## src/rtl/bitwise_logic_acc_if.sv

```systemverilog
// Operand/result bus for bitwise_logic_acc: an operand beat stream in, a result stream out.
// Valid/ready: a transfer happens on a rising edge where valid && ready; the sender holds its payload stable until then.
interface bitwise_logic_acc_if #(
    parameter int WIDTH = 4,
    parameter int CNT_W = 3
);
    logic             in_valid;
    logic             in_ready;
    logic [2:0]       op;
    logic             acc_mode;
    logic             in_last;
    logic [WIDTH-1:0] a;
    logic [WIDTH-1:0] b;
    logic             out_valid;
    logic             out_ready;
    logic [WIDTH-1:0] result;
    logic             zero;
    logic             ones;
    logic [CNT_W-1:0] beats;

    modport master (
        output in_valid, op, acc_mode, in_last, a, b, out_ready,
        input  in_ready, out_valid, result, zero, ones, beats
    );

    modport slave (
        input  in_valid, op, acc_mode, in_last, a, b, out_ready,
        output in_ready, out_valid, result, zero, ones, beats
    );
endinterface

```

## src/rtl/bitwise_logic_acc.sv

```systemverilog
// Registered bitwise logic unit: applies one of eight bitwise ops per beat, or folds
// a multi-beat operand stream into one result, with zero/all-ones flags and a beat count.
module bitwise_logic_acc #(
    parameter int WIDTH = 4,
    parameter int CNT_W = 3
) (
    input  logic               clk,
    input  logic               rst_n,
    bitwise_logic_acc_if.slave bus,
    output logic [1:0]         state_dbg
);
    typedef enum logic [1:0] {
        IDLE = 2'd0,
        ACC  = 2'd1,
        HOLD = 2'd2
    } state_t;

    localparam logic [CNT_W-1:0] CNT_MAX = {CNT_W{1'b1}};
    localparam logic [CNT_W-1:0] CNT_ONE = {{(CNT_W-1){1'b0}}, 1'b1};

    state_t           state_q;
    logic [2:0]       op_q;
    logic [WIDTH-1:0] acc_q;
    logic [CNT_W-1:0] cnt_q;
    logic [WIDTH-1:0] result_q;
    logic             zero_q;
    logic             ones_q;
    logic [CNT_W-1:0] beats_q;

    logic             in_ready_w;
    logic             accept;
    logic [WIDTH-1:0] first_val;
    logic [WIDTH-1:0] fold_val;
    logic [CNT_W-1:0] cnt_inc;

    function automatic logic [WIDTH-1:0] apply_op(input logic [2:0] sel,
                                                  input logic [WIDTH-1:0] x,
                                                  input logic [WIDTH-1:0] y);
        logic [WIDTH-1:0] r;
        case (sel)
            3'b000:  r = x & y;
            3'b001:  r = x | y;
            3'b010:  r = x ^ y;
            3'b011:  r = ~(x & y);
            3'b100:  r = ~(x | y);
            3'b101:  r = ~(x ^ y);
            3'b110:  r = ~x;
            default: r = x;
        endcase
        return r;
    endfunction

    // out_ready -> in_ready is the only combinational path through the block.
    assign in_ready_w = (state_q != HOLD) || bus.out_ready;
    assign accept     = bus.in_valid && in_ready_w;

    always_comb begin
        first_val = apply_op(bus.op, bus.a, bus.b);
        fold_val  = apply_op(op_q, acc_q, bus.a);
        cnt_inc   = (cnt_q == CNT_MAX) ? cnt_q : cnt_q + CNT_ONE;
    end

    always_ff @(posedge clk) begin
        if (!rst_n) begin
            state_q  <= IDLE;
            op_q     <= 3'b000;
            acc_q    <= '0;
            cnt_q    <= '0;
            result_q <= '0;
            zero_q   <= 1'b0;
            ones_q   <= 1'b0;
            beats_q  <= '0;
        end else begin
            case (state_q)
                IDLE, HOLD: begin
                    if (accept) begin
                        // Stream start: op is captured here and reused for every later fold.
                        op_q  <= bus.op;
                        acc_q <= first_val;
                        cnt_q <= CNT_ONE;
                        if (!bus.acc_mode || bus.in_last) begin
                            state_q  <= HOLD;
                            result_q <= first_val;
                            zero_q   <= (first_val == '0);
                            ones_q   <= (first_val == '1);
                            beats_q  <= CNT_ONE;
                        end else begin
                            state_q <= ACC;
                        end
                    end else if (state_q == HOLD && bus.out_ready) begin
                        state_q <= IDLE;
                    end
                end
                ACC: begin
                    if (bus.in_valid) begin
                        acc_q <= fold_val;
                        cnt_q <= cnt_inc;
                        if (bus.in_last) begin
                            state_q  <= HOLD;
                            result_q <= fold_val;
                            zero_q   <= (fold_val == '0);
                            ones_q   <= (fold_val == '1);
                            beats_q  <= cnt_inc;
                        end
                    end
                end
                default: state_q <= IDLE;
            endcase
        end
    end

    assign bus.in_ready  = in_ready_w;
    assign bus.out_valid = (state_q == HOLD);
    assign bus.result    = result_q;
    assign bus.zero      = zero_q;
    assign bus.ones      = ones_q;
    assign bus.beats     = beats_q;
    assign state_dbg     = state_q;
endmodule

```

## src/flat_wrapper.sv

```systemverilog
// flat-port wrapper written by rule: the top's interface ports become plain ports
module bitwise_logic_acc_flat 
#(
    parameter int WIDTH = 4,
    parameter int CNT_W = 3
)
  (clk, rst_n, state_dbg, bus_in_valid, bus_op, bus_acc_mode, bus_in_last, bus_a, bus_b, bus_out_ready, bus_in_ready, bus_out_valid, bus_result, bus_zero, bus_ones, bus_beats);
  bitwise_logic_acc_if #(.WIDTH(WIDTH), .CNT_W(CNT_W)) bus_i ();
  input  logic clk;
  input  logic rst_n;
  output logic [1:0] state_dbg;
  input wire logic [$bits(bus_i.in_valid)-1:0] bus_in_valid;
  input wire logic [$bits(bus_i.op)-1:0] bus_op;
  input wire logic [$bits(bus_i.acc_mode)-1:0] bus_acc_mode;
  input wire logic [$bits(bus_i.in_last)-1:0] bus_in_last;
  input wire logic [$bits(bus_i.a)-1:0] bus_a;
  input wire logic [$bits(bus_i.b)-1:0] bus_b;
  input wire logic [$bits(bus_i.out_ready)-1:0] bus_out_ready;
  output wire logic [$bits(bus_i.in_ready)-1:0] bus_in_ready;
  output wire logic [$bits(bus_i.out_valid)-1:0] bus_out_valid;
  output wire logic [$bits(bus_i.result)-1:0] bus_result;
  output wire logic [$bits(bus_i.zero)-1:0] bus_zero;
  output wire logic [$bits(bus_i.ones)-1:0] bus_ones;
  output wire logic [$bits(bus_i.beats)-1:0] bus_beats;
  assign bus_i.in_valid = bus_in_valid;
  assign bus_i.op = bus_op;
  assign bus_i.acc_mode = bus_acc_mode;
  assign bus_i.in_last = bus_in_last;
  assign bus_i.a = bus_a;
  assign bus_i.b = bus_b;
  assign bus_i.out_ready = bus_out_ready;
  assign bus_in_ready = bus_i.in_ready;
  assign bus_out_valid = bus_i.out_valid;
  assign bus_result = bus_i.result;
  assign bus_zero = bus_i.zero;
  assign bus_ones = bus_i.ones;
  assign bus_beats = bus_i.beats;
  bitwise_logic_acc #(.WIDTH(WIDTH), .CNT_W(CNT_W)) u_core (.clk(clk), .rst_n(rst_n), .bus(bus_i), .state_dbg(state_dbg));
endmodule
```

## config.mk

```make
export PLATFORM = sky130hd
export DESIGN_NAME = bitwise_logic_acc_flat
export DESIGN_NICKNAME = d
export VERILOG_FILES = /design/src/rtl/bitwise_logic_acc_if.sv /design/src/rtl/bitwise_logic_acc.sv /design/src/flat_wrapper.sv
export SDC_FILE = /design/constraint.sdc
export NUM_CORES = 1
export LEC_CHECK = 0
export CAP_MARGIN = 20
export CORE_MARGIN = 2
export CORE_UTILIZATION = 25
export CTS_BUF_LIST = sky130_fd_sc_hd__clkbuf_16
export CTS_CLUSTER_SIZE = 16
export DETAILED_ROUTE_END_ITERATION = 12
export HOLD_SLACK_MARGIN = 0.02
export MAX_ROUTING_LAYER = met4
export PLACE_DENSITY = 0.5
export SYNTH_ARGS = -nofsm -noshare
export SYNTH_HDL_FRONTEND = slang
export SYNTH_SLANG_ARGS = --single-unit
```

## constraint.sdc

```tcl
create_clock -name clk -period 2.7 [get_ports clk]
set_input_delay 0.405 -clock clk [delete_from_list [all_inputs] [get_ports clk]]
set_output_delay 0.405 -clock clk [all_outputs]
set_load 0.005 [all_outputs]
```

==> impl_metrics.prom <==
# TYPE chip_impl_metric gauge
chip_impl_info{name="result_of_the_run",value="completed"} 1
chip_impl_metric{name="share_of_final_layout_standard_cells_stronger_than_drive_strength_1",unit=""} 0.106
chip_impl_metric{name="route.vias.total",unit=""} 1748
chip_impl_info{name="rsz0062_at_grt",value="no"} 1
chip_impl_metric{name="totalNegativeSetupSlack",unit="ps"} 0
chip_impl_info{name="worstHoldPathType",value="reg -> reg"} 1
chip_impl_metric{name="number_of_enable_type_register_cells_in_the_synthesized_netlist",unit=""} 0
chip_impl_metric{name="post_cts.repair.setup_buffers",unit=""} 0
chip_impl_metric{name="worst_slack",unit="ps"} 377
chip_impl_metric{name="min_path_cells",unit=""} 2
chip_impl_metric{name="synth.avg_cell_area",unit="µm²"} 7.88
chip_impl_metric{name="wire_per_inst",unit="µm"} 12.7
chip_impl_metric{name="final-seq-area",unit="µm²"} 420
chip_impl_metric{name="number_of_library_cell_types_mapped_by_synthesis",unit=""} 52
chip_impl_metric{name="die-width",unit="µm"} 91.0
chip_impl_metric{name="placement.io_buffers",unit=""} 29
chip_impl_metric{name="fin_worst_skew",unit="ps"} 4.66
chip_impl_metric{name="place.detailed.hpwl",unit="mm"} 3.75
chip_impl_metric{name="async_reset_ff_frac",unit=""} 0
chip_impl_metric{name="multiInputGateArea",unit="mm²"} 0.00133
chip_impl_metric{name="die-area",unit="mm²"} 0.00828
chip_impl_info{name="cts_tree",value="built"} 1
chip_impl_metric{name="max_cap_violations",unit=""} 0
chip_impl_metric{name="detail_route.first_pass.iterations",unit=""} 4
chip_impl_info{name="ctsRootBufferMaster",value="sky130_fd_sc_hd__clkbuf_16"} 1
chip_impl_info{name="synth_top_cells_by_area",value="sky130_fd_sc_hd__dfxtp_1 22%, sky130_fd_sc_hd__ha_1 11%, sky130_fd_sc_hd__mux2i_1 6.3%, sky130_fd_sc_hd__nand2b_1 6.0%, sky130_fd_sc_hd__nor2b_1 5.3%"} 1
chip_impl_metric{name="worst_ep_arrival_time",unit="ps"} 2530
chip_impl_info{name="end_kind",value="register"} 1
chip_impl_metric{name="detail_route.drc_violations",unit=""} 0
chip_impl_metric{name="timing.fmax",unit="MHz"} 431
chip_impl_metric{name="r2r.worst_path.cells",unit=""} 5
chip_impl_metric{name="nets",unit=""} 308
chip_impl_metric{name="num_io_pins",unit=""} 30
chip_impl_info{name="criticalPathCategory",value="in -> reg"} 1
chip_impl_metric{name="initial_utilization",unit=""} 0.259
chip_impl_metric{name="worstPathMaxFanout",unit=""} 2
chip_impl_metric{name="post-place-ws",unit="ps"} 92.5
chip_impl_metric{name="synth_seq_area_share",unit=""} 0.222
chip_impl_metric{name="post_synth_inst_count",unit=""} 240
chip_impl_metric{name="drt-initial-drc-count",unit=""} 111
chip_impl_metric{name="wl",unit="mm"} 4.72
chip_impl_metric{name="cts_htree_levels",unit=""} 1
chip_impl_metric{name="detail-route-antenna-nets",unit=""} 0
chip_impl_metric{name="static-leakage-power",unit="nW"} 0.993
chip_impl_metric{name="slew_viol_final",unit=""} 0
chip_impl_metric{name="number_of_buffers_created_by_cts",unit=""} 3
chip_impl_metric{name="die_height",unit="µm"} 91.0
chip_impl_metric{name="cts_hold_buf",unit=""} 0
chip_impl_metric{name="n_antenna_cell",unit=""} 0
chip_impl_metric{name="power_per_cell_area",unit="mW/mm²"} 420
chip_impl_metric{name="timing_worst_slew_pin_value",unit="ps"} 574
chip_impl_metric{name="clk_path_buf_depth",unit=""} 2
chip_impl_metric{name="yosysWarnings",unit=""} 0
chip_impl_metric{name="vias_in_the_first_global_route",unit=""} 1637
chip_impl_metric{name="cts-resized-gates",unit=""} 0
chip_impl_info{name="worst_setup_path_start_kind",value="input port"} 1
chip_impl_metric{name="relative_area_change_from_synthesis_to_final_layout",unit="%"} 28.4
chip_impl_metric{name="insertion_delay",unit="ps"} 260
chip_impl_metric{name="cts.clk_slew.worst_paths",unit="ps"} 60
chip_impl_metric{name="post_drt_via_cell_ratio",unit=""} 4.70
chip_impl_metric{name="min_period_over_period",unit=""} 0.860
chip_impl_metric{name="global_route.overflow_total",unit=""} 0
chip_impl_metric{name="post_syn_area",unit="mm²"} 0.00189
chip_impl_metric{name="maximum_vdd_drop",unit="µV"} 250
chip_impl_metric{name="gpl.final_weighted_congestion",unit=""} 0.791
chip_impl_metric{name="placement_rows",unit=""} 31
chip_impl_metric{name="period_needed",unit="ps"} 2320
chip_impl_metric{name="hold_violations",unit=""} 0
chip_impl_metric{name="synthesis.nets",unit=""} 274
chip_impl_metric{name="core_region_area",unit="mm²"} 0.00729
chip_impl_metric{name="critical_path.max_stage_delay",unit="ps"} 560
chip_impl_metric{name="grt_max_degree",unit=""} 19
chip_impl_info{name="synthFlopType",value="sky130_fd_sc_hd__dfxtp_1"} 1
chip_impl_info{name="worst_path_max_delay_cell",value="sky130_fd_sc_hd__a2111oi_0"} 1
chip_impl_metric{name="clkSinkCount",unit=""} 21
chip_impl_info{name="crit_chain",value="clkdlybuf4s50_1 > inv_1 > ha_1 > nor2_1 > a2111oi_0 > a2111oi_2 > a21oi_1 > and4_1 > a31o_1"} 1
chip_impl_metric{name="cp_data_required_time",unit="ps"} 2900
chip_impl_metric{name="final-setup-viol-count",unit=""} 0
chip_impl_metric{name="globalRouteTotalUtil",unit=""} 0.119
chip_impl_metric{name="wire_length_of_the_first_global_routing_pass",unit="mm"} 7.96
chip_impl_metric{name="final.fill_count",unit=""} 812
chip_impl_metric{name="synth_top_area_share",unit=""} 0.222
chip_impl_info{name="yosys.area.top_type",value="sky130_fd_sc_hd__dfxtp_1"} 1
chip_impl_metric{name="initial_antenna_violation_count",unit=""} 0
chip_impl_metric{name="ys_seq_elements",unit=""} 21
chip_impl_metric{name="slew_headroom",unit=""} 0.607
[layout make-up]
type	instances	area share
Multi-Input combinational cell	185	0.546
Sequential cell	21	0.173
Timing Repair Buffer	44	0.166
Tap cell	99	0.0510
Clock buffer	3	0.0309
Inverter	19	0.0304
Clock inverter	1	0.00309
[final timing paths]
kind                                          from                                 to  slack (ps)
hold reg to reg   u_core.bus.beats[2]$_SDFFE_PN0P_   u_core.bus.beats[2]$_SDFFE_PN0P_         490
hold / removal    u_core.bus.beats[2]$_SDFFE_PN0P_   u_core.bus.beats[2]$_SDFFE_PN0P_         490
setup / recovery                          bus_a[3]       u_core.bus.ones$_SDFFE_PN0P_         380
setup reg to reg       u_core.op_q[1]$_SDFFE_PN0P_  u_core.bus.result[0]$_SDFFE_PN0P_         620
[flip-flops by register name (all words and copies together) (netlist names)]
register,cells
u_core.cnt_q,3
u_core.state_dbg,2
u_core.op_q,3
u_core.bus.beats,3
u_core.bus.result,4
u_core.bus.zero,1
u_core.bus.ones,1
u_core.acc_q,4
[synth_stat cells (6+ instances only)]
library cell               instances
sky130_fd_sc_hd__dfxtp_1          21
sky130_fd_sc_hd__ha_1             17
sky130_fd_sc_hd__nand2b_1         18
sky130_fd_sc_hd__o21ai_0           8
sky130_fd_sc_hd__nand3_1           6
sky130_fd_sc_hd__buf_2             6
sky130_fd_sc_hd__inv_1            18
sky130_fd_sc_hd__nand2_1          25
sky130_fd_sc_hd__nor2b_1          16
sky130_fd_sc_hd__a21oi_1          14
sky130_fd_sc_hd__mux2i_1          12
sky130_fd_sc_hd__nor2_1           12
sky130_fd_sc_hd__clkbuf_1          8
[worst max-delay path, delay by kind of cell]
family | cells | cell delay (ps)
AOI/OAI and AO/OA | 4 | 1020
and+or+nand+nor | 2 | 250
buffers and inverters | 2 | 540
adders and majority gates | 1 | 300
[per-stage QoR]
step	instances	hold WS, ps	util	instance area (µm²)	total power [mW]
floorplan	240	468	-	1890	0.574
global placement	368	479	0.322	2350	0.702
detailed placement	368	485	0.322	2350	0.705
CTS	372	491	0.333	2430	1.03
global route	372	534	0.333	2430	1.08
finish	372	488	0.333	2430	1.02
[cells in the final DEF, fill, tap and decap left out, types with 3 or more instances in the layout]
cell type	instances
sky130_fd_sc_hd__clkdlybuf4s50_1	29
sky130_fd_sc_hd__nand2_1	25
sky130_fd_sc_hd__dfxtp_1	21
sky130_fd_sc_hd__inv_1	18
sky130_fd_sc_hd__nand2b_1	18
sky130_fd_sc_hd__ha_1	17
sky130_fd_sc_hd__nor2b_1	16
sky130_fd_sc_hd__buf_4	15
sky130_fd_sc_hd__a21oi_1	14
sky130_fd_sc_hd__nor2_1	12
sky130_fd_sc_hd__mux2i_1	12
sky130_fd_sc_hd__o21ai_0	8
sky130_fd_sc_hd__nand3_1	6
sky130_fd_sc_hd__a21boi_0	5
sky130_fd_sc_hd__a31oi_1	5
sky130_fd_sc_hd__nor3b_1	3
sky130_fd_sc_hd__clkbuf_16	3
[logic make-up (layout without fill, tap and decap cells)]
| logic type | Yosys count | in the layout | share of synthesized area |
|---|---|---|---|
| AO/OA/AOI/OAI | 59 | 59 | 0.222 |
| flip-flops | 21 | 21 | 0.222 |
| buffers and inverters | 34 | 67 | 0.0767 |
| XOR/XNOR | 1 | 1 | 0.00463 |
| AND/OR/NAND/NOR | 91 | 91 | 0.255 |
| adder cells (fa/ha/maj) | 17 | 17 | 0.112 |
| multiplexers | 17 | 17 | 0.107 |
[routing by layer]
metal / up-vias / global-route usage / routed length [µm]
met5: - / - / 0
met4: 0 / 0.0189 / 31
met3: 2 / 0.0183 / 116
met2: 30 / 0.189 / 2140
met1: 803 / 0.164 / 2440
li1: 913 / - / -
[report_power, final]
group	leakage, nW	internal [mW]	switching [mW]
registers	0.172	0.333	0.0337
logic	0.783	0.173	0.156
clock network	0.0371	0.201	0.123
(Power assumes the default switching activity.)
